### src/rtl/mag_comp_pkg.sv
// Shared constants for the bit-serial magnitude comparator.
// State encoding and default operand width.
package mag_comp_pkg;
    localparam logic [1:0] ST_IDLE = 2'd0;
    localparam logic [1:0] ST_SCAN = 2'd1;
    localparam logic [1:0] ST_DONE = 2'd2;
    localparam int MAG_COMP_WIDTH = 8;
endpackage

### src/rtl/mag_bit_stage.sv
// One-bit comparator stage, purely combinational.
// MAG_COMP_SIGNED_EN: sign bit (is_msb) compares with inverted sense.
module mag_bit_stage (
    input  logic bit_a,
    input  logic bit_b,
    input  logic is_msb,
    output logic eq,
    output logic a_gt,
    output logic b_gt
);
    assign eq = (bit_a == bit_b);
`ifdef MAG_COMP_SIGNED_EN
    // A set sign bit means negative, so the zero-sign operand wins.
    assign a_gt = is_msb ? (~bit_a & bit_b) : (bit_a & ~bit_b);
    assign b_gt = is_msb ? (bit_a & ~bit_b) : (~bit_a & bit_b);
`else
    logic unused_msb;
    assign unused_msb = is_msb;
    assign a_gt = bit_a & ~bit_b;
    assign b_gt = ~bit_a & bit_b;
`endif
endmodule

### src/rtl/mag_comp_seq_ctrl.sv
// Bit-serial magnitude comparator controller, MSB to LSB, early exit.
// Optional two's-complement compare via MAG_COMP_SIGNED_EN.
module mag_comp_seq_ctrl
    import mag_comp_pkg::*;
#(
    parameter int WIDTH = MAG_COMP_WIDTH,
    parameter int IDX_W = ($clog2(WIDTH) > 0 ? $clog2(WIDTH) : 1)
) (
    input  logic             clk,
    input  logic             rst,
    input  logic             start,
    input  logic [WIDTH-1:0] A,
    input  logic [WIDTH-1:0] B,
    output logic             busy,
    output logic             done,
    output logic             bothEqual,
    output logic             A_greater,
    output logic             B_greater
);
    logic [1:0]       state;
    logic [1:0]       next_state;
    logic [WIDTH-1:0] a_reg;
    logic [WIDTH-1:0] b_reg;
    logic [IDX_W-1:0] idx;
    logic             accept;
    logic             last_bit;
    logic             busy_nxt;
    logic             done_nxt;
    logic             bit_eq;
    logic             bit_a_gt;
    logic             bit_b_gt;

    assign accept   = start && (state == ST_IDLE || state == ST_DONE);
    assign last_bit = (idx == '0);

    mag_bit_stage u_bit (
        .bit_a  (a_reg[idx]),
        .bit_b  (b_reg[idx]),
        .is_msb (idx == IDX_W'(WIDTH - 1)),
        .eq     (bit_eq),
        .a_gt   (bit_a_gt),
        .b_gt   (bit_b_gt)
    );

    // State register; busy/done are registered from the next state.
    always_ff @(posedge clk or posedge rst) begin
        if (rst) begin
            state <= ST_IDLE;
            busy  <= 1'b0;
            done  <= 1'b0;
        end else begin
            state <= next_state;
            busy  <= busy_nxt;
            done  <= done_nxt;
        end
    end

    always_comb begin
        next_state = ST_IDLE;
        unique case (state)
            ST_IDLE: next_state = start ? ST_SCAN : ST_IDLE;
            ST_SCAN: next_state = (!bit_eq || last_bit) ? ST_DONE : ST_SCAN;
            ST_DONE: next_state = start ? ST_SCAN : ST_IDLE;
            default: next_state = ST_IDLE;
        endcase
    end

    always_comb begin
        busy_nxt = (next_state == ST_SCAN);
        done_nxt = (next_state == ST_DONE);
    end

    always_ff @(posedge clk or posedge rst) begin
        if (rst) begin
            a_reg     <= '0;
            b_reg     <= '0;
            idx       <= '0;
            bothEqual <= 1'b0;
            A_greater <= 1'b0;
            B_greater <= 1'b0;
        end else if (accept) begin
            a_reg     <= A;
            b_reg     <= B;
            idx       <= IDX_W'(WIDTH - 1);
            bothEqual <= 1'b0;
            A_greater <= 1'b0;
            B_greater <= 1'b0;
        end else if (state == ST_SCAN) begin
            if (!bit_eq) begin
                A_greater <= bit_a_gt;
                B_greater <= bit_b_gt;
            end else if (last_bit) begin
                bothEqual <= 1'b1;
            end else begin
                idx <= idx - IDX_W'(1);
            end
        end
    end
endmodule
### config.mk
export PLATFORM = sky130hd
export DESIGN_NAME = mag_comp_seq_ctrl
export DESIGN_NICKNAME = d
export VERILOG_FILES = /design/src/rtl/mag_comp_pkg.sv /design/src/rtl/mag_bit_stage.sv /design/src/rtl/mag_comp_seq_ctrl.sv
export SDC_FILE = /design/constraint.sdc
export NUM_CORES = 1
export LEC_CHECK = 0
export BUFFER_PORTS_ARGS = -buffer_cell sky130_fd_sc_hd__buf_2
export CAP_MARGIN = 20
export CORE_MARGIN = 2
export CORE_UTILIZATION = 55
export CTS_CLUSTER_DIAMETER = 200
export DETAILED_ROUTE_END_ITERATION = 8
export HOLD_SLACK_MARGIN = 0.1
export PLACE_DENSITY = 0.79
export SLEW_MARGIN = 20
export SYNTH_ARGS = -nofsm -noshare
export SYNTH_HDL_FRONTEND = slang
export SYNTH_SLANG_ARGS = --single-unit
### constraint.sdc
create_clock -name clk -period 6.49 [get_ports clk]
set_input_delay 0.3245 -clock clk [delete_from_list [all_inputs] [get_ports clk]]
set_output_delay 0.3245 -clock clk [all_outputs]
set_load 0.03 [all_outputs]
==> results of run 1 <==
## worst max-delay path: stages (launching register included)
cell and delay [ns]:
dfrtp_1 0.53, mux4_2 0.53, mux2i_1 0.20, inv_1 0.07, ha_1 0.34, nor2_1 0.20
mux2_2 0.35, a22o_1 0.22
## power breakdown
| group | total [W] | leakage [nW] | internal [W] | switching, W |
|---|---|---|---|---|
| Sequential | 0.000282 | 0.308 | 0.000233 | 0.0000489 |
| Combinational | 0.000283 | 0.343 | 0.000151 | 0.000132 |
| Clock | 0.0000659 | 0.0138 | 0.0000218 | 0.0000442 |
| Total | 0.000631 | 0.665 | 0.000406 | 0.000225 |
## how the worst max path moves through the flow
stage	from	to	slack (ns)	cells after the start
4_1_cts	idx[0]	B_greater	3.92	7
3_3_place_gp	idx[0]	B_greater	4.05	7
2_1_floorplan	idx[1]	B_greater	4.14	7
5_1_grt	idx[0]	B_greater	3.78	7
6_report	idx[0]	B_greater	3.95	7
3_5_place_dp	idx[0]	B_greater	3.92	7
## per-layer routing
layer  GRT usage, %  wire length (um)
met1           24.7               865
met2           31.1               986
met3           2.68                60
met4           8.56                51
met5              0                 0
## layout by cell type (no fill, tap or decap), drive strengths merged
master,instances
nand4,1
nand3,1
a22o,1
a21boi,2
dfrtp,26
ha,4
a41oi,1
mux2i,5
buf,24
a21oi,1
clkbuf,3
inv,5
nor2,6
mux2,17
nor2b,2
a32o,1
mux4,4
nand2b,3
clkinv,1
## cell families (layout without fill, tap and decap cells)
kind of cell,count (synthesis),count (layout),synth area share (%)
buffers and inverters,10,33,4.17
flip-flops,26,26,54.3
multiplexers,26,26,28.0
AND/OR/NAND/NOR,13,13,5.43
AO/OA/AOI/OAI,6,6,3.97
adder cells (fa/ha/maj),4,4,4.18
## layout make-up
type / instances / area (um2) / share of cell area, %
Inverter: 6 / 22.5 / 1.67
Sequential cell: 26 / 651 / 48.2
Tap cell: 27 / 33.8 / 2.50
Timing Repair Buffer: 24 / 123 / 9.08
Multi-Input combinational cell: 49 / 498 / 36.9
Clock buffer: 3 / 22.5 / 1.67
## stage by stage
step	instances	util, %	hold slack [ns]	worst slack (ns)
2_1_floorplan	85	-	0.365	4.14
3_3_place_gp	132	66.3	0.483	4.05
3_5_place_dp	132	66.3	0.476	3.92
4_1_cts	135	67.4	0.214	3.92
5_1_grt	135	67.4	0.122	3.78
6_report	135	67.4	0.0642	3.95
==> flow_summary_export.csv, run 1 <==
group,metric,value,unit
setup_path,regToRegSetupSlack,3.95,ns
sta,clock_skew,0.00124,ns
global_routing,grt_max_degree,27,
synth,synth.most_common_cell,"dfrtp_1",
finish,syn_to_final_growth,12.6,%
synth,syn_inst,85,
setup_path,required_time_reported_for_the_critical_path_endpoint,6.71,ns
clocking,clock_tree_from_tritoncts,"done",
sta,timing_worst_slew_pin_value,0.888,ns
sta,finalCritPeriodShare,39.2,%
floorplanning,initial_core_util,59.9,%
synth,synth_async_sr_flop_share,100,%
clocking,tritoncts_buffer_count,3,
clocking,cts.repair.resized,0,
sta,slew_viol_final,0,
power,irDropWorstVdd,0.281,mV
synth,yosys_register_bits,26,
drt,antenna_left,0,
global_routing,global_route.overflow_total,0,
synth,syn_area,0.00120,mm2
synth,synth.top_cells.by_area,"dfrtp_1 (54%), mux2_2 (16%), mux4_2 (5.6%)",
setup_path,reg2regPathDepth,7,
floorplanning,top_level_ports,24,
clocking,tritoncts_num_sinks,26,
sta,timing.setup.tns,0,ns
sta,setup_viol,0,
synth,number_of_flops_mapped_to_enable_cells_by_yosys,0,
status,run_status,"finished, final reports clean",
drt,routedWlPerCell,14.5,um
global_routing,antenna_found_initial,0,
clocking,clock-root-buffer,"clkbuf_4",
drt,drt_iter0_drc,9,
drt,finalWirelength,1960,um
setup_path,timing.setup.critical_path_class,"register to register",
synth,synth.largest_area_cell,"dfrtp_1",
synth,netlist-cell-type-count,21,
run,max_capacitance_violation_count,0,
sta,relSlewSlack,40.4,%
setup_path,critical_path_peak_fanout,7,
synth,synth_flop_cell,"dfrtp_1",
drt,drt_first_pass_iters,4,
synth,post-synth-top-area-fraction,54.3,%
clocking,clkLatencyLatePin,0.32,ns
drt,route.detailed.drc,0,
placed_design,detailed_place.area,0.00133,mm2
floorplanning,fp-row-count,16,
drt,route.vias.total,707,
placed_design,gp_routability_congestion,0.871,
floorplanning,die_h,50.7,um
setup_path,r2r-end,"B_greater",
clocking,h-tree-depth,1,
placed_design,port_buffers,23,
sta,grt_setup_unrepaired,"no",
synth,synth.yosys.warnings,0,
clocking,cts_buffer_depth,2,
floorplanning,dieWidth,50.7,um
clocking,clkSlewWorstSetupHoldPaths,0.13,ns
global_routing,grt_first_pass_wirelength,3530,um
setup_path,critical_path.reg2reg.startpoint,"idx[0]",
finish,final_layout_size_suffix_gt1_share,43.5,%
global_routing,first_global_vias,795,
worst_hold_path,hp-class,"input port to async pin",
sta,fmaxAchievable,0.393,GHz
power,post-layout-total-power,0.000631,W
finish,fill_cells,149,
setup_path,data_arrival_time_of_the_critical_path,2.77,ns
power,total_leakage_power,0.665,nW
synth,syn_avg_cell_area,14.1,um2
clocking,cts_setup_buffers,0,
synth,yosysSeqAreaShare,54.3,%
drt,route.detailed.vias_per_inst,5.24,
power,cellPowerDensity,467,mW/mm2
clocking,cts-hold-fix-buffers,0,
sta,hold_viol_final,0,
finish,diodes,0,
floorplanning,core_area,0.00200,mm2
synth,netlist_top_cells_count,"dfrtp_1 (26), mux2_2 (17), inv_1 (6), nor2_1 (6), mux2i_1 (5)",
finish,fin_nets,133,
synth,syn_nets,108,
floorplanning,die_area,0.00257,mm2
finish,final_cell_area,0.00135,mm2
global_routing,groute.usage.overall,18.9,%
setup_path,critical_path.endpoint_type,"register",
sta,min_period,2.54,ns
placed_design,hpwlAfterDp,1550,um
setup_path,startpoint_type,"register",
Power figures use the tool's default switching activity.
==> run 2: changes to the inputs <==
- CORE_UTILIZATION: 55 -> 48
- PLACE_DENSITY: 0.79 -> 0.73
- clock period: 6.49 -> 2.1 ns (I/O delays scaled with it)
==> flow_summary_export.csv, run 2 (synthesis results as in run 1) <==
group,metric,value,unit
global_routing,antenna_found_initial,0,
worst_hold_path,hold_path_depth,3,
power,cellPowerDensity,1560,mW/mm2
setup_path,delay_of_the_slowest_cell_on_the_worst_path,0.53,ns
placed_design,port_buffers,23,
setup_path,startpoint_type,"register",
floorplanning,dieWidth,54.0,um
worst_hold_path,hp-class,"input port to register",
setup_path,regToRegSetupSlack,-0.12,ns
setup_path,worst-path-buf-inv,1,
run,max_capacitance_violation_count,0,
power,power.switching,0.000927,W
sta,timing.setup.tns,-0.218,ns
setup_path,timing.setup.critical_path_class,"register to register",
setup_path,crit_end,"B_greater",
power,p_sw_share,35.3,%
clocking,tritoncts_num_sinks,26,
global_routing,first_global_vias,882,
placed_design,gp_routability_congestion,0.737,
sta,hold_viol_final,0,
finish,fin_nets,162,
sta,layout_setup_ws,-0.124,ns
finish,layout.cells.most_common,"dfrtp_1",
sta,min_period,2.22,ns
sta,clock_skew,0.00281,ns
clocking,clock-root-buffer,"clkbuf_4",
drt,route.vias.total,846,
drt,routedWlPerCell,14.6,um
placed_design,hpwlAfterDp,1630,um
clocking,h-tree-depth,1,
finish,most-common-layout-cells,"dfrtp_1 (25), buf_2 (23), dlygate4sd3_1 (17)",
setup_path,timing.critical_path.from,"idx[0]",
setup_path,critical_path.endpoint_type,"register",
drt,route.detailed.vias_per_inst,5.04,
setup_path,required_time_reported_for_the_critical_path_endpoint,2.32,ns
setup_path,data_arrival_time_of_the_critical_path,2.44,ns
sta,finalCritPeriodShare,106,%
setup_path,critical_path.reg2reg.startpoint,"idx[0]",
placed_design,detailed_place.area,0.00141,mm2
floorplanning,fp-row-count,18,
floorplanning,top_level_ports,24,
global_routing,global_route.overflow_total,0,
power,seq_power_share,32.7,%
power,cellInternalPower,0.00170,W
finish,final_cell_area,0.00169,mm2
drt,antenna_left,0,
global_routing,grt_first_pass_wirelength,3930,um
drt,finalWirelength,2460,um
floorplanning,die_h,54.0,um
sta,fmaxAchievable,0.450,GHz
clocking,tritoncts_buffer_count,3,
clocking,clkSlewWorstSetupHoldPaths,0.14,ns
setup_path,crit_family,"multiplexers",
power,irDropWorstVdd,0.950,mV
finish,final_layout_size_suffix_gt1_share,49.3,%
drt,drt_first_pass_iters,4,
global_routing,groute.usage.overall,19.3,%
clocking,cts_buffer_depth,2,
global_routing,grt_max_degree,24,
sta,slew_viol_final,0,
floorplanning,initial_core_util,49.7,%
status,run_status,"finished with violations",
drt,route.detailed.drc,0,
status,failing_checks,"setup timing",
sta,setup_viol,2,
setup_path,cpMaxStageDelayCell,"mux4_2",
drt,drt_iter0_drc,10,
sta,timing_worst_slew_pin_value,0.499,ns
setup_path,critical_path.cell_chain,"mux4_2 -> mux2i_2 -> inv_1 -> ha_4 -> nor2_4 -> mux2_4 -> a22o_1",
power,clock_power_share,9.5,%
floorplanning,core_area,0.00241,mm2
floorplanning,die_area,0.00291,mm2
clocking,clock_tree_from_tritoncts,"done",
sta,final.hold.worst_slack,0.125,ns
finish,diodes,0,
setup_path,path_depth,7,
sta,relSlewSlack,66.7,%
finish,fill_cells,173,
power,share_comb_of_total_power,57.7,%
sta,grt_setup_unrepaired,"yes",
setup_path,critical_path_peak_fanout,4,
power,total_leakage_power,0.809,nW
setup_path,r2r-end,"B_greater",
setup_path,reg2regPathDepth,7,
finish,syn_to_final_growth,40.6,%
clocking,clkLatencyLatePin,0.31,ns
## run 2: timing repair
item / in CTS / in global routing
pin swaps: 2 / 0
endpoints found under the setup margin: 7 / 5
cloned: 0 / 0
endpoints found under the hold margin: 28 / 0
hold buffers: 17 / 0
setup buffers: 3 / 3
gates resized for setup: 3 / 3
## run 2: power groups by stage
| stage | clock (W) | combinational, W | sequential [W] |
|---|---|---|---|
| 2_1_floorplan | 0 | 0.000860 | 0.000863 |
| 3_3_place_gp | 0 | 0.00113 | 0.000866 |
| 3_5_place_dp | 0 | 0.00118 | 0.000876 |
| 4_1_cts | 0.000258 | 0.00132 | 0.000865 |
| 5_1_grt | 0.000281 | 0.00161 | 0.000891 |
| 6_report | 0.000249 | 0.00151 | 0.000859 |
## run 2: area by class of cell
cell class | count | area, um2 | area share (%)
Tap cell | 30 | 37.5 | 2.23
Inverter | 6 | 22.5 | 1.34
Sequential cell | 26 | 652 | 38.7
Clock buffer | 4 | 36.3 | 2.15
Timing Repair Buffer | 53 | 383 | 22.7
Multi-Input combinational cell | 49 | 554 | 32.9
## run 2: per-layer routing
layer	vias up	track usage [%]	share of wire, %
met5	-	0	0
met2	18	36.4	57
met3	2	3.33	3.1
li1	406	-	-
met1	420	22.5	39
met4	0	5.00	0.57
## run 2: worst register-to-register path, delay by kind of cell, from the launching register on
| family | cells | cell delay [ns] |
|---|---|---|
| DFF | 1 | 0.43 |
| AOI/OAI and AO/OA | 1 | 0.21 |
| adders and majority gates | 1 | 0.26 |
| muxes | 3 | 1.02 |
| and+or+nand+nor | 1 | 0.10 |
| buffers and inverters | 1 | 0.10 |
## run 2: worst min path at each step
stage	startpoint	endpoint	slack, ns
3_3_place_gp	rst	busy	0.15
6_report	start	B_greater	0.13
5_1_grt	start	B_greater	0.12
4_1_cts	start	B_greater	0.11
2_1_floorplan	rst	A_greater	0.15
3_5_place_dp	rst	busy	0.15
## run 2: stage by stage
step / setup WS (ns) / utilization (%) / total power (W) / std cells
3_5_place_dp: -0.183 / 58.3 / 0.00206 / 141
2_1_floorplan: -0.0744 / - / 0.00172 / 85
3_3_place_gp: -0.0880 / 58.3 / 0.00200 / 141
6_report: -0.124 / 69.9 / 0.00262 / 168
5_1_grt: -0.190 / 69.9 / 0.00278 / 168
4_1_cts: -0.119 / 68.2 / 0.00245 / 165
